**src/rtl/mem_bus_arbiter_pkg.sv**
```systemverilog
// Shared encodings for the inst/data memory bus arbiter.
// Holds the FSM states, grant ids, bus size codes and the round-robin pick.
package mem_bus_arbiter_pkg;

   typedef enum logic [1:0] {
      ST_IDLE = 2'd0,
      ST_ADDR = 2'd1,
      ST_WAIT = 2'd2
   } state_t;

   typedef enum logic {
      GRANT_INST = 1'b0,
      GRANT_DATA = 1'b1
   } grant_t;

   localparam logic [1:0] SIZE_BYTE = 2'd0;
   localparam logic [1:0] SIZE_HALF = 2'd1;
   localparam logic [1:0] SIZE_WORD = 2'd2;

   // Under contention the port that did not win last time goes next.
   function automatic grant_t pick_grant(input logic inst_req, input logic data_req,
                                         input grant_t last_grant);
      if (inst_req && data_req) return (last_grant == GRANT_INST) ? GRANT_DATA : GRANT_INST;
      return data_req ? GRANT_DATA : GRANT_INST;
   endfunction

endpackage

```
**src/rtl/mem_bus_arbiter_if.sv**
```systemverilog
// CPU fetch/data ports plus the shared memory bus, as seen by the arbiter.
// master = arbiter side; slave = core ports and bus bridge side.
interface mem_bus_arbiter_if #(
   parameter int ADDR_W = 32,
   parameter int DATA_W = 32
);
   logic                  inst_req;
   logic [ADDR_W-1:0]     inst_addr;
   logic                  inst_addr_ok;
   logic                  inst_data_ok;
   logic [DATA_W-1:0]     inst_rdata;

   logic                  data_req;
   logic                  data_wr;
   logic [1:0]            data_size;
   logic [ADDR_W-1:0]     data_addr;
   logic [DATA_W-1:0]     data_wdata;
   logic [DATA_W/8-1:0]   data_be;
   logic                  data_addr_ok;
   logic                  data_data_ok;
   logic [DATA_W-1:0]     data_rdata;

   logic                  bus_req;
   logic                  bus_wr;
   logic [1:0]            bus_size;
   logic [ADDR_W-1:0]     bus_addr;
   logic [DATA_W-1:0]     bus_wdata;
   logic [DATA_W/8-1:0]   bus_be;
   logic                  bus_addr_ok;
   logic                  bus_data_ok;
   logic [DATA_W-1:0]     bus_rdata;

   logic                  busy;

   modport master (
      input  inst_req, inst_addr,
      output inst_addr_ok, inst_data_ok, inst_rdata,
      input  data_req, data_wr, data_size, data_addr, data_wdata, data_be,
      output data_addr_ok, data_data_ok, data_rdata,
      output bus_req, bus_wr, bus_size, bus_addr, bus_wdata, bus_be,
      input  bus_addr_ok, bus_data_ok, bus_rdata,
      output busy
   );

   modport slave (
      output inst_req, inst_addr,
      input  inst_addr_ok, inst_data_ok, inst_rdata,
      output data_req, data_wr, data_size, data_addr, data_wdata, data_be,
      input  data_addr_ok, data_data_ok, data_rdata,
      input  bus_req, bus_wr, bus_size, bus_addr, bus_wdata, bus_be,
      output bus_addr_ok, bus_data_ok, bus_rdata,
      input  busy
   );
endinterface

```
**src/rtl/mem_bus_arbiter.sv**
```systemverilog
// Round-robin arbiter sharing one SRAM-like bus between fetch and data ports, one access in flight.
// Latency: req in IDLE -> bus_req next cycle -> *_data_ok one cycle after bus_data_ok; losers hold req.
module mem_bus_arbiter
   import mem_bus_arbiter_pkg::*;
#(
   parameter int ADDR_W = 32,
   parameter int DATA_W = 32
) (
   input  logic         clk,
   input  logic         rst,
   mem_bus_arbiter_if.master port
);
   localparam int BE_W = DATA_W / 8;

   state_t              state_q, state_d;
   grant_t              last_grant_q, grant_d;
   logic                take;
   logic                rsp;
   logic                inst_addr_ok, data_addr_ok;

   logic                bus_wr_q;
   logic [1:0]          bus_size_q;
   logic [ADDR_W-1:0]   bus_addr_q;
   logic [DATA_W-1:0]   bus_wdata_q;
   logic [BE_W-1:0]     bus_be_q;
   logic                inst_data_ok_q, data_data_ok_q;
   logic [DATA_W-1:0]   inst_rdata_q, data_rdata_q;

   always_ff @(posedge clk) begin
      if (rst) state_q <= ST_IDLE;
      else     state_q <= state_d;
   end

   always_comb begin
      state_d      = state_q;
      grant_d      = last_grant_q;
      take         = 1'b0;
      rsp          = 1'b0;
      inst_addr_ok = 1'b0;
      data_addr_ok = 1'b0;
      case (state_q)
         ST_IDLE: begin
            if (port.inst_req || port.data_req) begin
               grant_d = pick_grant(port.inst_req, port.data_req, last_grant_q);
               take    = 1'b1;
               state_d = ST_ADDR;
            end
         end
         ST_ADDR: begin
            // bus_data_ok alongside addr_ok is deliberately not honoured here
            if (port.bus_addr_ok) begin
               inst_addr_ok = (last_grant_q == GRANT_INST);
               data_addr_ok = (last_grant_q == GRANT_DATA);
               state_d      = ST_WAIT;
            end
         end
         ST_WAIT: begin
            if (port.bus_data_ok) begin
               rsp     = 1'b1;
               state_d = ST_IDLE;
            end
         end
         default: state_d = ST_IDLE;
      endcase
   end

   always_ff @(posedge clk) begin
      if (rst) begin
         last_grant_q   <= GRANT_INST;
         bus_wr_q       <= 1'b0;
         bus_size_q     <= 2'd0;
         bus_addr_q     <= '0;
         bus_wdata_q    <= '0;
         bus_be_q       <= '0;
         inst_data_ok_q <= 1'b0;
         data_data_ok_q <= 1'b0;
         inst_rdata_q   <= '0;
         data_rdata_q   <= '0;
      end else begin
         last_grant_q   <= grant_d;
         inst_data_ok_q <= rsp && (last_grant_q == GRANT_INST);
         data_data_ok_q <= rsp && (last_grant_q == GRANT_DATA);
         if (take) begin
            if (grant_d == GRANT_DATA) begin
               bus_wr_q    <= port.data_wr;
               bus_size_q  <= port.data_size;
               bus_addr_q  <= port.data_addr;
               bus_wdata_q <= port.data_wdata;
               bus_be_q    <= port.data_be;
            end else begin
               bus_wr_q    <= 1'b0;
               bus_size_q  <= SIZE_WORD;
               bus_addr_q  <= port.inst_addr;
               bus_wdata_q <= '0;
               bus_be_q    <= '1;
            end
         end
         // Store responses carry no data, so the load register keeps its last value.
         if (rsp && (last_grant_q == GRANT_INST)) inst_rdata_q <= port.bus_rdata;
         if (rsp && (last_grant_q == GRANT_DATA) && !bus_wr_q) data_rdata_q <= port.bus_rdata;
      end
   end

   assign port.inst_addr_ok = inst_addr_ok;
   assign port.data_addr_ok = data_addr_ok;
   assign port.inst_data_ok = inst_data_ok_q;
   assign port.data_data_ok = data_data_ok_q;
   assign port.inst_rdata   = inst_rdata_q;
   assign port.data_rdata   = data_rdata_q;
   assign port.bus_req      = (state_q == ST_ADDR);
   assign port.bus_wr       = bus_wr_q;
   assign port.bus_size     = bus_size_q;
   assign port.bus_addr     = bus_addr_q;
   assign port.bus_wdata    = bus_wdata_q;
   assign port.bus_be       = bus_be_q;
   assign port.busy         = (state_q != ST_IDLE);

endmodule
```
**src/flat_wrapper.sv**
```systemverilog
// flat-port wrapper written by rule: the top's interface ports become plain ports
module mem_bus_arbiter_flat import mem_bus_arbiter_pkg::*;
#(
   parameter int ADDR_W = 32,
   parameter int DATA_W = 32
)
  (clk, rst, port_inst_req, port_inst_addr, port_inst_addr_ok, port_inst_data_ok, port_inst_rdata, port_data_req, port_data_wr, port_data_size, port_data_addr, port_data_wdata, port_data_be, port_data_addr_ok, port_data_data_ok, port_data_rdata, port_bus_req, port_bus_wr, port_bus_size, port_bus_addr, port_bus_wdata, port_bus_be, port_bus_addr_ok, port_bus_data_ok, port_bus_rdata, port_busy);
  mem_bus_arbiter_if #(.ADDR_W(ADDR_W), .DATA_W(DATA_W)) port_i ();
  input  logic clk;
  input  logic rst;
  input wire logic [$bits(port_i.inst_req)-1:0] port_inst_req;
  input wire logic [$bits(port_i.inst_addr)-1:0] port_inst_addr;
  output wire logic [$bits(port_i.inst_addr_ok)-1:0] port_inst_addr_ok;
  output wire logic [$bits(port_i.inst_data_ok)-1:0] port_inst_data_ok;
  output wire logic [$bits(port_i.inst_rdata)-1:0] port_inst_rdata;
  input wire logic [$bits(port_i.data_req)-1:0] port_data_req;
  input wire logic [$bits(port_i.data_wr)-1:0] port_data_wr;
  input wire logic [$bits(port_i.data_size)-1:0] port_data_size;
  input wire logic [$bits(port_i.data_addr)-1:0] port_data_addr;
  input wire logic [$bits(port_i.data_wdata)-1:0] port_data_wdata;
  input wire logic [$bits(port_i.data_be)-1:0] port_data_be;
  output wire logic [$bits(port_i.data_addr_ok)-1:0] port_data_addr_ok;
  output wire logic [$bits(port_i.data_data_ok)-1:0] port_data_data_ok;
  output wire logic [$bits(port_i.data_rdata)-1:0] port_data_rdata;
  output wire logic [$bits(port_i.bus_req)-1:0] port_bus_req;
  output wire logic [$bits(port_i.bus_wr)-1:0] port_bus_wr;
  output wire logic [$bits(port_i.bus_size)-1:0] port_bus_size;
  output wire logic [$bits(port_i.bus_addr)-1:0] port_bus_addr;
  output wire logic [$bits(port_i.bus_wdata)-1:0] port_bus_wdata;
  output wire logic [$bits(port_i.bus_be)-1:0] port_bus_be;
  input wire logic [$bits(port_i.bus_addr_ok)-1:0] port_bus_addr_ok;
  input wire logic [$bits(port_i.bus_data_ok)-1:0] port_bus_data_ok;
  input wire logic [$bits(port_i.bus_rdata)-1:0] port_bus_rdata;
  output wire logic [$bits(port_i.busy)-1:0] port_busy;
  assign port_i.inst_req = port_inst_req;
  assign port_i.inst_addr = port_inst_addr;
  assign port_inst_addr_ok = port_i.inst_addr_ok;
  assign port_inst_data_ok = port_i.inst_data_ok;
  assign port_inst_rdata = port_i.inst_rdata;
  assign port_i.data_req = port_data_req;
  assign port_i.data_wr = port_data_wr;
  assign port_i.data_size = port_data_size;
  assign port_i.data_addr = port_data_addr;
  assign port_i.data_wdata = port_data_wdata;
  assign port_i.data_be = port_data_be;
  assign port_data_addr_ok = port_i.data_addr_ok;
  assign port_data_data_ok = port_i.data_data_ok;
  assign port_data_rdata = port_i.data_rdata;
  assign port_bus_req = port_i.bus_req;
  assign port_bus_wr = port_i.bus_wr;
  assign port_bus_size = port_i.bus_size;
  assign port_bus_addr = port_i.bus_addr;
  assign port_bus_wdata = port_i.bus_wdata;
  assign port_bus_be = port_i.bus_be;
  assign port_i.bus_addr_ok = port_bus_addr_ok;
  assign port_i.bus_data_ok = port_bus_data_ok;
  assign port_i.bus_rdata = port_bus_rdata;
  assign port_busy = port_i.busy;
  mem_bus_arbiter #(.ADDR_W(ADDR_W), .DATA_W(DATA_W)) u_core (.clk(clk), .rst(rst), .port(port_i));
endmodule
```
**config.mk**
```make
export PLATFORM = sky130hd
export DESIGN_NAME = mem_bus_arbiter_flat
export DESIGN_NICKNAME = d
export VERILOG_FILES = /design/src/rtl/mem_bus_arbiter_pkg.sv /design/src/rtl/mem_bus_arbiter_if.sv /design/src/rtl/mem_bus_arbiter.sv /design/src/flat_wrapper.sv
export SDC_FILE = /design/constraint.sdc
export NUM_CORES = 1
export LEC_CHECK = 0
export ABC_AREA = 1
export BUFFER_PORTS_ARGS = -buffer_cell sky130_fd_sc_hd__buf_2
export CAP_MARGIN = 0
export CORE_MARGIN = 2
export CORE_UTILIZATION = 45
export DETAILED_ROUTE_END_ITERATION = 10
export GPL_ROUTABILITY_DRIVEN = 0
export PLACE_DENSITY = 0.79
export SLEW_MARGIN = 20
export SYNTH_ARGS = -nofsm -noshare
export SYNTH_HDL_FRONTEND = slang
export SYNTH_SLANG_ARGS = --single-unit
```
**constraint.sdc**
```tcl
create_clock -name clk -period 1.42 [get_ports clk]
set_input_delay 0.213 -clock clk [delete_from_list [all_inputs] [get_ports clk]]
set_output_delay 0.213 -clock clk [all_outputs]
set_load 0.01 [all_outputs]
```
==> impl_metrics.tcl <==
set metrics [dict create \
    die_w_um 115 \
    setup.worst_path.start "u_core.state_q[0]" \
    core_um2 12100 \
    io_pins 282 \
    synth_top_area_share_pct 50.2 \
    syn2layout_area_growth_pct 53.2 \
    grt_pass1_vias 5727 \
    wl_mm 19.0 \
    ys.flop_type "dfxtp_1" \
    wire_per_inst_um 15.3 \
    hp-class "input port to register" \
    n_antenna_cell 0 \
    first_iter_violations 694 \
    grt_overflow 0 \
    fin_crit_ns 1.42 \
    slowest_delay_ns 0.32 \
    arrival_ns 1.78 \
    viasPerCell 5.15 \
    async_flop_share_pct 0 \
    cp_slowest_cell "dfxtp_2" \
    crit_path_start_kind "register" \
    worstPathMaxFanout 7 \
    final-hold-violation-count 0 \
    placed_area_um2 7250 \
    die_h_um 115 \
    rows 40 \
    netlist_top_cells_count "170 x nor2_1, 166 x nand3_1, 140 x dfxtp_1, 75 x nand2_1, 47 x o21ai_0" \
    rsz0062_at_grt "true" \
    fin_cells 1243 \
    required_ns 1.78 \
    maxCapViolCount 0 \
    drtPass1Iterations 5 \
    p_leak_nw 4.52 \
    cp-end-kind "register" \
    setup_violations 0 \
    ir_drop_mv 0.939 \
    cts_inserted_buffers 17 \
    clock_sinks 140 \
    cts_buffer_depth 2 \
    cts_tree "built" \
    max-slew-margin-rel_pct 73.2 \
    slew_viol_final 0 \
    synth_cell_types 18 \
    synth_top_cells_by_area "dfxtp_1 50%, nand3_1 15%, nor2_1 11%" \
    clk_pin_slew_ns 0.06 \
    outcome "completed" \
    min_path_cells 3 \
    cp_cell_sequence "buf_4 -> nor2_4 -> nand3_4 -> a21oi_4 -> buf_12 -> clkbuf_16 -> nand3_1 -> nand2_1" \
    grt_pass1_wl_mm 27.1 \
    die_area_um2 13300 \
    ctsRootBufferMaster "clkbuf_16" \
    worstMarginPinSlew_ns 0.402 \
    hpwl_mm 11.8 \
    placed_cells 1178 \
    fin_crit_sh_pct 100 \
    vias 6398 \
    fin_nets 1203 \
    grt_max_degree 60 \
    max_freq_mhz 704 \
    grt.total_usage_pct 25.6 \
    htreeDepth 4 \
    synth_most_common_cell "nor2_1" \
    synthesis.area_um2 5580 \
    finClkSkew_ns 0.00488 \
    crit_type "register to register" \
    fin_area_um2 8550 \
    hold_start "port_data_wdata[22]" \
    drive_gt1_share_pct 35.7 \
    synth.avg_cell_area_um2 7.25 \
    antenna_found_initial 0 \
    rr_worst_depth 8 \
    synth_seq_cells 140 \
    postSynthCellCount 770 \
    initial_core_util_pct 46.3 \
    ant_nets 0 \
    portBuffers 281 \
    clkLatencyLatePin_ns 0.42 \
    p_per_area_nw_per_um2 1360 \
    post-route-drc-count 0 \
    postSynthNetCount 911 \
    yosysWarnings 0 \
    synth_seq_area_share_pct 50.2 \
    synth_top_area_cell "dfxtp_1" \
    synth_edf_count 0 \
    worstReg2RegStart "u_core.state_q[0]" \
]
[where the power goes]
part           switching (mW)  total (mW)  internal [mW]
clock network            1.73        5.08           3.35
registers               0.133        4.32           4.19
logic                    1.22        2.19          0.962
[metrics by stage]
stage / total power, mW / setup WS [ns] / hold WS (ns) / utilization [%] / setup TNS [ns]
after floorplan: 5.41 / 0.128 / 0.344 / - / 0
after global placement: 6.18 / 0.116 / 0.426 / 60.1 / 0
after detailed placement: 6.20 / 0.0679 / 0.432 / 60.1 / 0
after CTS: 11.3 / -0.0289 / 0.000462 / 67.2 / -0.0452
after global routing: 12.0 / -0.0953 / 0.0168 / 70.9 / -2.71
final: 11.6 / 0.000454 / 0.0155 / 70.9 / 0
[worst max-delay path: cells and delay by family, from the launching register on]
family / cells / cell delay [ns]
DFF: 1 / 0.32
and+or+nand+nor: 4 / 0.42
AOI/OAI and AO/OA: 1 / 0.16
buffers and inverters: 3 / 0.46
[metal layers]
metal / share of wire [%] / global-route usage (%) / up-vias
met5: 0 / 0 / -
met4: 3.0 / 12.0 / 0
met3: 8.4 / 7.27 / 49
met2: 50 / 42.4 / 321
met1: 39 / 30.6 / 2925
li1: - / - / 3103
[logic make-up (layout without fill, tap and decap cells)]
| kind of cell | Yosys count | after routing | share of synthesized area [%] |
|---|---|---|---|
| flip-flops | 140 | 140 | 50.2 |
| buffers and inverters | 103 | 408 | 7.51 |
| AND/OR/NAND/NOR | 449 | 449 | 35.1 |
| AO/OA/AOI/OAI | 78 | 78 | 7.20 |
[final cells by class]
cell class	count	area [um2]
Sequential cell	140	2810
Clock inverter	14	241
Tap cell	168	210
Clock buffer	18	439
Timing Repair Buffer	335	2220
Fill cell	982	3510
Multi-Input combinational cell	527	2470
Inverter	41	159
[registers in the layout, indices dropped and copies added, names as in the netlist, named ones only]
signal                    flops
u_core.port.inst_rdata       32
u_core.port.bus_be            4
u_core.port.data_rdata       32
u_core.port.bus_wdata        32
u_core.port.bus_size          2
u_core.port.data_data_ok      1
u_core.port.bus_addr         32
u_core.state_q                2
u_core.port.inst_data_ok      1
u_core.port.bus_wr            1
[path summary, 6_finish.rpt]
path	endpoint	slack [ns]
hold reg to reg	u_core.port.bus_wdata[29]	0.47
setup reg to reg	u_core.port.bus_wdata[11]	0.0005
setup / recovery	u_core.port.bus_wdata[11]	0.0005
hold / removal	u_core.port.bus_wdata[22]	0.02
[layout by cell type (no fill, tap or decap)]
cell type,synthesis,final
a21oi_1,7,7
a21oi_4,1,1
buf_12,0,13
buf_2,20,281
buf_4,2,8
buf_6,0,6
buf_8,0,2
bufinv_16,0,6
clkbuf_16,0,27
clkbuf_8,0,1
clkinv_2,0,2
clkinv_4,0,5
clkinvlp_4,0,1
dfxtp_1,140,137
dfxtp_2,0,3
dlygate4sd3_1,0,15
inv_1,37,36
inv_2,4,4
inv_6,0,1
nand2_1,75,72
nand2_2,1,4
nand3_1,166,156
nand3_2,2,10
nand3_4,0,2
nor2_1,170,167
nor2_2,3,2
nor2_4,0,4
nor3_1,32,32
o21ai_0,47,44
o21ai_1,23,25
o21ai_4,0,1
[timing repair]
action | CTS | global route
endpoints found under the setup margin | 4 | 86
buffers inserted | 1 | 3
hold endpoints to repair | 15 | 0
gates resized for setup | 7 | 29
pin swaps | 0 | 13
cloned | 0 | 14
hold buffers | 15 | 0
Power figures use the tool's default switching activity.
